`config.mk`:
```
export PLATFORM = sky130hd
export DESIGN_NAME = uart_tx
export DESIGN_NICKNAME = d
export VERILOG_FILES = /design/src/rtl/uart_pkg.sv /design/src/rtl/uart_baud_counter.sv /design/src/rtl/uart_tx.sv
export SDC_FILE = /design/constraint.sdc
export NUM_CORES = 1
export LEC_CHECK = 0
export BUFFER_PORTS_ARGS = -buffer_cell sky130_fd_sc_hd__buf_4
export CORE_ASPECT_RATIO = 0.5
export CORE_UTILIZATION = 45
export CTS_CLUSTER_DIAMETER = 150
export DETAILED_ROUTE_END_ITERATION = 8
export GPL_TIMING_DRIVEN = 0
export SYNTH_ARGS = -nofsm -noshare
export SYNTH_HDL_FRONTEND = slang
export SYNTH_SLANG_ARGS = --single-unit
```
`constraint.sdc`:
```
create_clock -name clk_i -period 2.45 [get_ports clk_i]
set_clock_uncertainty 0.05 [all_clocks]
set_input_delay 0 -clock clk_i [delete_from_list [all_inputs] [get_ports clk_i]]
set_output_delay 0 -clock clk_i [all_outputs]
set_load 0.01 [all_outputs]
```
`src/rtl/uart_pkg.sv`:
```
// Shared UART definitions: FSM state encoding, parity modes and a ceil-log2 helper.
// Used by both the transmit and receive paths.
package uart_pkg;

  typedef enum logic [2:0] {
    ST_IDLE   = 3'd0,
    ST_START  = 3'd1,
    ST_DATA   = 3'd2,
    ST_PARITY = 3'd3,
    ST_STOP   = 3'd4
  } uart_state_t;

  localparam int PARITY_NONE = 0;
  localparam int PARITY_ODD  = 1;
  localparam int PARITY_EVEN = 2;

  // Smallest width able to hold value-1, never less than one bit.
  function automatic int clog2(input int value);
    int result;
    result = 1;
    for (int i = 1; i < 31; i++) begin
      if (int'(32'd1 << i) < value) begin
        result = i + 1;
      end
    end
    return result;
  endfunction

endpackage

```
`src/rtl/uart_baud_counter.sv`:
```
// Bit-period timer: counts 0..CLKS_PER_BIT-1 while enabled and flags the last clock of each bit.
// The count wraps to zero on its own at every bit boundary.
module uart_baud_counter
  import uart_pkg::*;
#(
  parameter  int CLKS_PER_BIT = 868,
  localparam int CNT_W        = clog2(CLKS_PER_BIT)
) (
  input  logic             clk_i,
  input  logic             rst_ni,
  input  logic             clear_i,
  input  logic             enable_i,
  output logic [CNT_W-1:0] count_o,
  output logic             bit_end_o
);

  localparam logic [CNT_W-1:0] CNT_MAX = CNT_W'(CLKS_PER_BIT - 1);

  logic [CNT_W-1:0] r_count;

  // Baud count register; clear wins over enable.
  always_ff @(posedge clk_i or negedge rst_ni) begin
    if (!rst_ni) begin
      r_count <= {CNT_W{1'b0}};
    end else if (clear_i) begin
      r_count <= {CNT_W{1'b0}};
    end else if (enable_i) begin
      if (r_count == CNT_MAX) begin
        r_count <= {CNT_W{1'b0}};
      end else begin
        r_count <= r_count + CNT_W'(1);
      end
    end else begin
      r_count <= r_count;
    end
  end

  assign count_o   = r_count;
  assign bit_end_o = enable_i && (r_count == CNT_MAX);

endmodule

```
`src/rtl/uart_tx.sv`:
```
// UART transmitter: accepts a word over valid/ready and sends it LSB first as
// start, data, optional parity and stop bits on an idle-high, flop-driven line.
module uart_tx
  import uart_pkg::*;
#(
  parameter int CLKS_PER_BIT = 868,
  parameter int DATA_BITS    = 8,
  parameter int PARITY_MODE  = 0,
  parameter int STOP_BITS    = 1
) (
  input  logic                 clk_i,
  input  logic                 rst_ni,
  input  logic [DATA_BITS-1:0] tx_data_i,
  input  logic                 tx_valid_i,
  output logic                 tx_ready_o,
  output logic                 tx_o,
  output logic                 busy_o,
  output logic                 done_o
);

  localparam int CNT_W = clog2(CLKS_PER_BIT);
  localparam int BIT_W = clog2(DATA_BITS);
  localparam logic [CNT_W-1:0] CNT_PRE   = CNT_W'(CLKS_PER_BIT - 2);
  localparam logic [BIT_W-1:0] BIT_LAST  = BIT_W'(DATA_BITS - 1);
  localparam logic             STOP_LAST = 1'(STOP_BITS - 1);

  if (CLKS_PER_BIT < 2 || DATA_BITS < 5 || DATA_BITS > 8 ||
      PARITY_MODE < 0 || PARITY_MODE > 2 || (STOP_BITS != 1 && STOP_BITS != 2)) begin : g_param_check
    $error("uart_tx: illegal parameter value");
  end

  uart_state_t          r_state, w_state_next;
  logic [DATA_BITS-1:0] r_shift, w_shift_next;
  logic [BIT_W-1:0]     r_bit_cnt, w_bit_cnt_next;
  logic                 r_stop_cnt, w_stop_cnt_next;
  logic                 r_parity, w_parity_next;
  logic                 r_tx, w_tx_next;
  logic                 r_ready, w_ready_next;
  logic                 r_busy, w_busy_next;
  logic                 r_done, w_done_next;
  logic [CNT_W-1:0]     w_count;
  logic                 w_bit_end;

  uart_baud_counter #(.CLKS_PER_BIT(CLKS_PER_BIT)) u_baud (
    .clk_i     (clk_i),
    .rst_ni    (rst_ni),
    .clear_i   (r_state == ST_IDLE),
    .enable_i  (r_state != ST_IDLE),
    .count_o   (w_count),
    .bit_end_o (w_bit_end)
  );

  // Next-state and next-output logic; outputs are computed one cycle ahead and registered.
  always_comb begin
    w_state_next    = r_state;
    w_shift_next    = r_shift;
    w_bit_cnt_next  = r_bit_cnt;
    w_stop_cnt_next = r_stop_cnt;
    w_parity_next   = r_parity;
    w_tx_next       = r_tx;
    w_ready_next    = r_ready;
    w_busy_next     = r_busy;
    w_done_next     = 1'b0;
    case (r_state)
      ST_IDLE: begin
        w_tx_next    = 1'b1;
        w_ready_next = 1'b1;
        w_busy_next  = 1'b0;
        if (tx_valid_i && r_ready) begin
          w_shift_next    = tx_data_i;
          w_bit_cnt_next  = {BIT_W{1'b0}};
          w_stop_cnt_next = 1'b0;
          if (PARITY_MODE == PARITY_ODD) begin
            w_parity_next = ~^tx_data_i;
          end else if (PARITY_MODE == PARITY_EVEN) begin
            w_parity_next = ^tx_data_i;
          end else begin
            w_parity_next = 1'b0;
          end
          w_state_next = ST_START;
          w_tx_next    = 1'b0;
          w_ready_next = 1'b0;
          w_busy_next  = 1'b1;
        end
      end
      ST_START: begin
        if (w_bit_end) begin
          w_tx_next      = r_shift[0];
          w_shift_next   = {1'b0, r_shift[DATA_BITS-1:1]};
          w_bit_cnt_next = {BIT_W{1'b0}};
          w_state_next   = ST_DATA;
        end
      end
      ST_DATA: begin
        if (w_bit_end) begin
          if (r_bit_cnt == BIT_LAST) begin
            w_stop_cnt_next = 1'b0;
            if (PARITY_MODE != PARITY_NONE) begin
              w_tx_next    = r_parity;
              w_state_next = ST_PARITY;
            end else begin
              w_tx_next    = 1'b1;
              w_state_next = ST_STOP;
            end
          end else begin
            w_bit_cnt_next = r_bit_cnt + BIT_W'(1);
            w_tx_next      = r_shift[0];
            w_shift_next   = {1'b0, r_shift[DATA_BITS-1:1]};
          end
        end
      end
      ST_PARITY: begin
        if (w_bit_end) begin
          w_tx_next       = 1'b1;
          w_stop_cnt_next = 1'b0;
          w_state_next    = ST_STOP;
        end
      end
      ST_STOP: begin
        // Registered done must be raised one cycle early to land on the final stop clock.
        if (r_stop_cnt == STOP_LAST && w_count == CNT_PRE) begin
          w_done_next = 1'b1;
        end
        if (w_bit_end) begin
          if (r_stop_cnt == STOP_LAST) begin
            w_state_next = ST_IDLE;
            w_tx_next    = 1'b1;
            w_ready_next = 1'b1;
            w_busy_next  = 1'b0;
          end else begin
            w_stop_cnt_next = 1'b1;
          end
        end
      end
      default: begin
        w_state_next = ST_IDLE;
        w_tx_next    = 1'b1;
        w_ready_next = 1'b0;
        w_busy_next  = 1'b0;
      end
    endcase
  end

  // State, datapath and output registers.
  always_ff @(posedge clk_i or negedge rst_ni) begin
    if (!rst_ni) begin
      r_state    <= ST_IDLE;
      r_shift    <= {DATA_BITS{1'b0}};
      r_bit_cnt  <= {BIT_W{1'b0}};
      r_stop_cnt <= 1'b0;
      r_parity   <= 1'b0;
      r_tx       <= 1'b1;
      r_ready    <= 1'b0;
      r_busy     <= 1'b0;
      r_done     <= 1'b0;
    end else begin
      r_state    <= w_state_next;
      r_shift    <= w_shift_next;
      r_bit_cnt  <= w_bit_cnt_next;
      r_stop_cnt <= w_stop_cnt_next;
      r_parity   <= w_parity_next;
      r_tx       <= w_tx_next;
      r_ready    <= w_ready_next;
      r_busy     <= w_busy_next;
      r_done     <= w_done_next;
    end
  end

  assign tx_o       = r_tx;
  assign tx_ready_o = r_ready;
  assign busy_o     = r_busy;
  assign done_o     = r_done;

endmodule

```
==> results.md <==
* Outcome: completed
* Largest family of logic cells by synthesized area: simple AND/OR/NAND/NOR gates
* Post-synthesis xor/xnor area fraction at 0.0621
* Fill cell count at around 260
* Setup CP Type: reg -> reg
* Count of cell types in the netlist at 39
* Starting Density at 0.507
* Largest net degree at the start of global routing at 29
* Pre-Repair DR Iteration Count at 4
* Final Wtd Congestion at approximately 0.73
* Max Slew Vio Count at 0
* Via count at 1006
* Clk buf depth at 2
* Global route total overflow at 0
* Register area share after synthesis at 0.498
* Residual DRC at 0
* Design area at about 1600 µm²
* CTS Buf Count at 3
* Synth Cell Area at 1410 µm²
* DRT iter0 DRCs at 30
* Worst-Margin Slew at 0.696 ns
* Via density at 5.38
* Cells along the critical path: ha_1 -> ha_1 -> or2_4 -> a221oi_2 -> nand4_1 -> o221a_2
* Synthesized area per cell at around 11 µm²
* Synth Area in Compound Gates at 0.139
* Post-Synth Simple-Gate Area at 0.198
* CP required at 2.57 ns
* Slew HR at 0.533
* R2R setup slack at between 0.2 and 0.25 ns
* Post-synthesis mux area share at 0.0222
* Warnings, synthesis at 0
* GR Util All Layers at 0.173
* Core region area at 2780 µm²
* Dpl hpwl at around 1800 µm
* Die outline width at 81.2 µm
* # setup viols final at 0
* Routed Wire Length at 2540 µm
* CTS resizes at 0
* Family with the most delay on the worst path: compound AO/OA/AOI/OAI gates
* Cell repeated most along the worst path: ha_1
* Die area at 3380 µm²
* Die Height at 41.6 µm
* Global-route wire length before repair at 4280 µm
* PwrDens at 820 nW/µm²
* Final Core Density at 0.585
* Port Buffers at 14
* CP startpoint kind: flop
* Setup TNS at 0 ns
* Diodes inserted at 0
* Critical path arrival at 2.33 ns
* Largest stage delay, worst path at 0.40 ns
* DP Area at 1560 µm²
* H-tree levels at 1
* Top cell type's share of synthesized area at 0.479
* Final Hold Viols at 0
* Worst-Skew Late Latency at 0.28 ns
* Placement Rows at 13
* ANT nets after route at 0
* Mapped Cells at 130
* CP max FO at 7
* Clock-pin slew of the registers on the worst-case setup and hold paths at 0.09 ns
* CTS tree: built
* Leakage at 0.700 nW
* IO Pins at 15
* Layout cell share with drive strength beyond 1 at 0.247
* Post-route minimum period at 2.21 ns
* Clk sinks at 28
* Routed WL per cell at 13.6 µm
* Post-CTS setup buffer count at 0
* Syn Nets at 145
* Max-cap violations at 0
* Most frequent cells in the layout: 27 x dfrtp_1, 14 x nor2_1, 14 x buf_4
* WHS at ~0.014 ns
* Area growth syn-to-layout at 15.4%
* Worst path slowest cell: dfrtp_1
* Worst vdd ir at roughly 0.52 mV
* #FFs+latches synth at 28
* Most common cell after layout, fill and taps aside: dfrtp_1
* Tot Pwr at 1.33 mW
* CP bufs+invs at 0
* Top cells by area, synth: dfrtp_1 48%, o221a_2 5.6%, nor2_1 3.7%, xor2_1 3.7%, ha_1 3.5%
* Final worst-path cycle share at 0.902
* Synth area leader: dfrtp_1
* Root buffer cell: clkbuf_8
* Vias in the first global route at 955
* Peak Freq at between 400 and 500 MHz
* CP endpoint kind: flop
* Initial antenna violation count at 0
* Fraction of the mapped netlist area in adder cells at 0.0355
* RSZ-0062 raised after global routing: false
* Post-layout net count at between 150 and 200
* HP Class: in -> reg
[registers in the layout (all words and copies together), names as in the netlist]
signal          flops
tx_o                1
r_state             3
tx_ready_o          1
r_shift             8
busy_o              1
u_baud.count_o     10
done_o              1
r_bit_cnt           3
[tightest hold or removal path: stages]
cell	delay, ns
buf_4	0.08
or2b_1	0.08
o221a_2	0.15
[metal layers]
metal,routed length (µm),part of all wire,up-vias,track usage
met5,0,0,-,0
met4,38,0.015,0,0.0643
met3,99,0.039,5,0.0593
met2,1090,0.43,9,0.249
met1,1310,0.52,491,0.239
li1,-,-,501,-
[cell families after synthesis]
family | after synthesis
AO/OA/AOI/OAI | 22
XOR/XNOR | 10
adder cells (fa/ha/maj) | 4
buffers and inverters | 12
flip-flops | 28
multiplexers | 3
AND/OR/NAND/NOR | 51
[what timing repair did]
action	in CTS	in global routing
setup endpoints to repair	0	0
hold buffers	2	0
endpoints found under the hold margin	29	0
[worst paths after layout]
kind	start	end	cells past startpoint
setup / recovery	r_bit_cnt[0]$_DFFE_PN0P_	r_shift[4]$_DFFE_PN0P_	6
hold / removal	tx_data_i[0]	r_shift[0]$_DFFE_PN0P_	3
setup reg to reg	r_bit_cnt[0]$_DFFE_PN0P_	r_shift[4]$_DFFE_PN0P_	6
hold reg to reg	tx_o$_DFFE_PN1P_	tx_o$_DFFE_PN1P_	2
max in group asynchronous	rst_ni	tx_o$_DFFE_PN1P_	2
min in group asynchronous	rst_ni	r_shift[3]$_DFFE_PN0P_	2
[synthesized netlist by cell type]
library cell	count
nand2_1	7
nand3b_1	1
a31o_2	1
nor3_2	1
or2b_1	4
buf_6	2
xnor2_1	4
buf_2	3
a21oi_1	3
clkbuf_1	1
o21a_1	1
a221oi_2	1
or3b_1	1
and4_1	2
nor2b_1	1
a221o_2	1
nor3_1	3
and2_1	1
inv_1	6
nand3_1	3
xor2_1	6
a221oi_1	1
mux2_2	1
a31oi_1	2
or2_1	1
o221a_2	7
o31ai_1	1
nand2b_1	4
o21ai_0	2
nand4_1	5
dfrtp_1	27
ha_1	4
mux2i_1	2
and3_1	2
o21ai_1	1
nor2_1	14
a21oi_4	1
or2_4	1
dfstp_2	1
[where the power goes]
part | internal [mW] | total [mW] | leakage, nW | switching, mW
logic | 0.211 | 0.390 | 0.337 | 0.179
registers | 0.590 | 0.687 | 0.340 | 0.0967
clock network | 0.117 | 0.256 | 0.0228 | 0.140
[stage by stage]
stage / setup WS, ns / instances
after detailed placement: 0.244 / 181
after global placement: 0.251 / 181
after global routing: 0.141 / 187
after CTS: 0.231 / 187
final: 0.241 / 187
after floorplan: 0.432 / 130
[area by class of cell]
class / instances / area [µm²] / share of cell area
plain buffers: 6 / 41.3 / 0.0254
clock buffers: 4 / 45.0 / 0.0277
inverters: 6 / 22.5 / 0.0138
multi-input cells: 90 / 644 / 0.396
flip-flops and latches: 28 / 702 / 0.432
well taps: 37 / 46.3 / 0.0285
repair buffers: 16 / 125 / 0.0769
No activity file was read; power rests on OpenSTA's default activity.
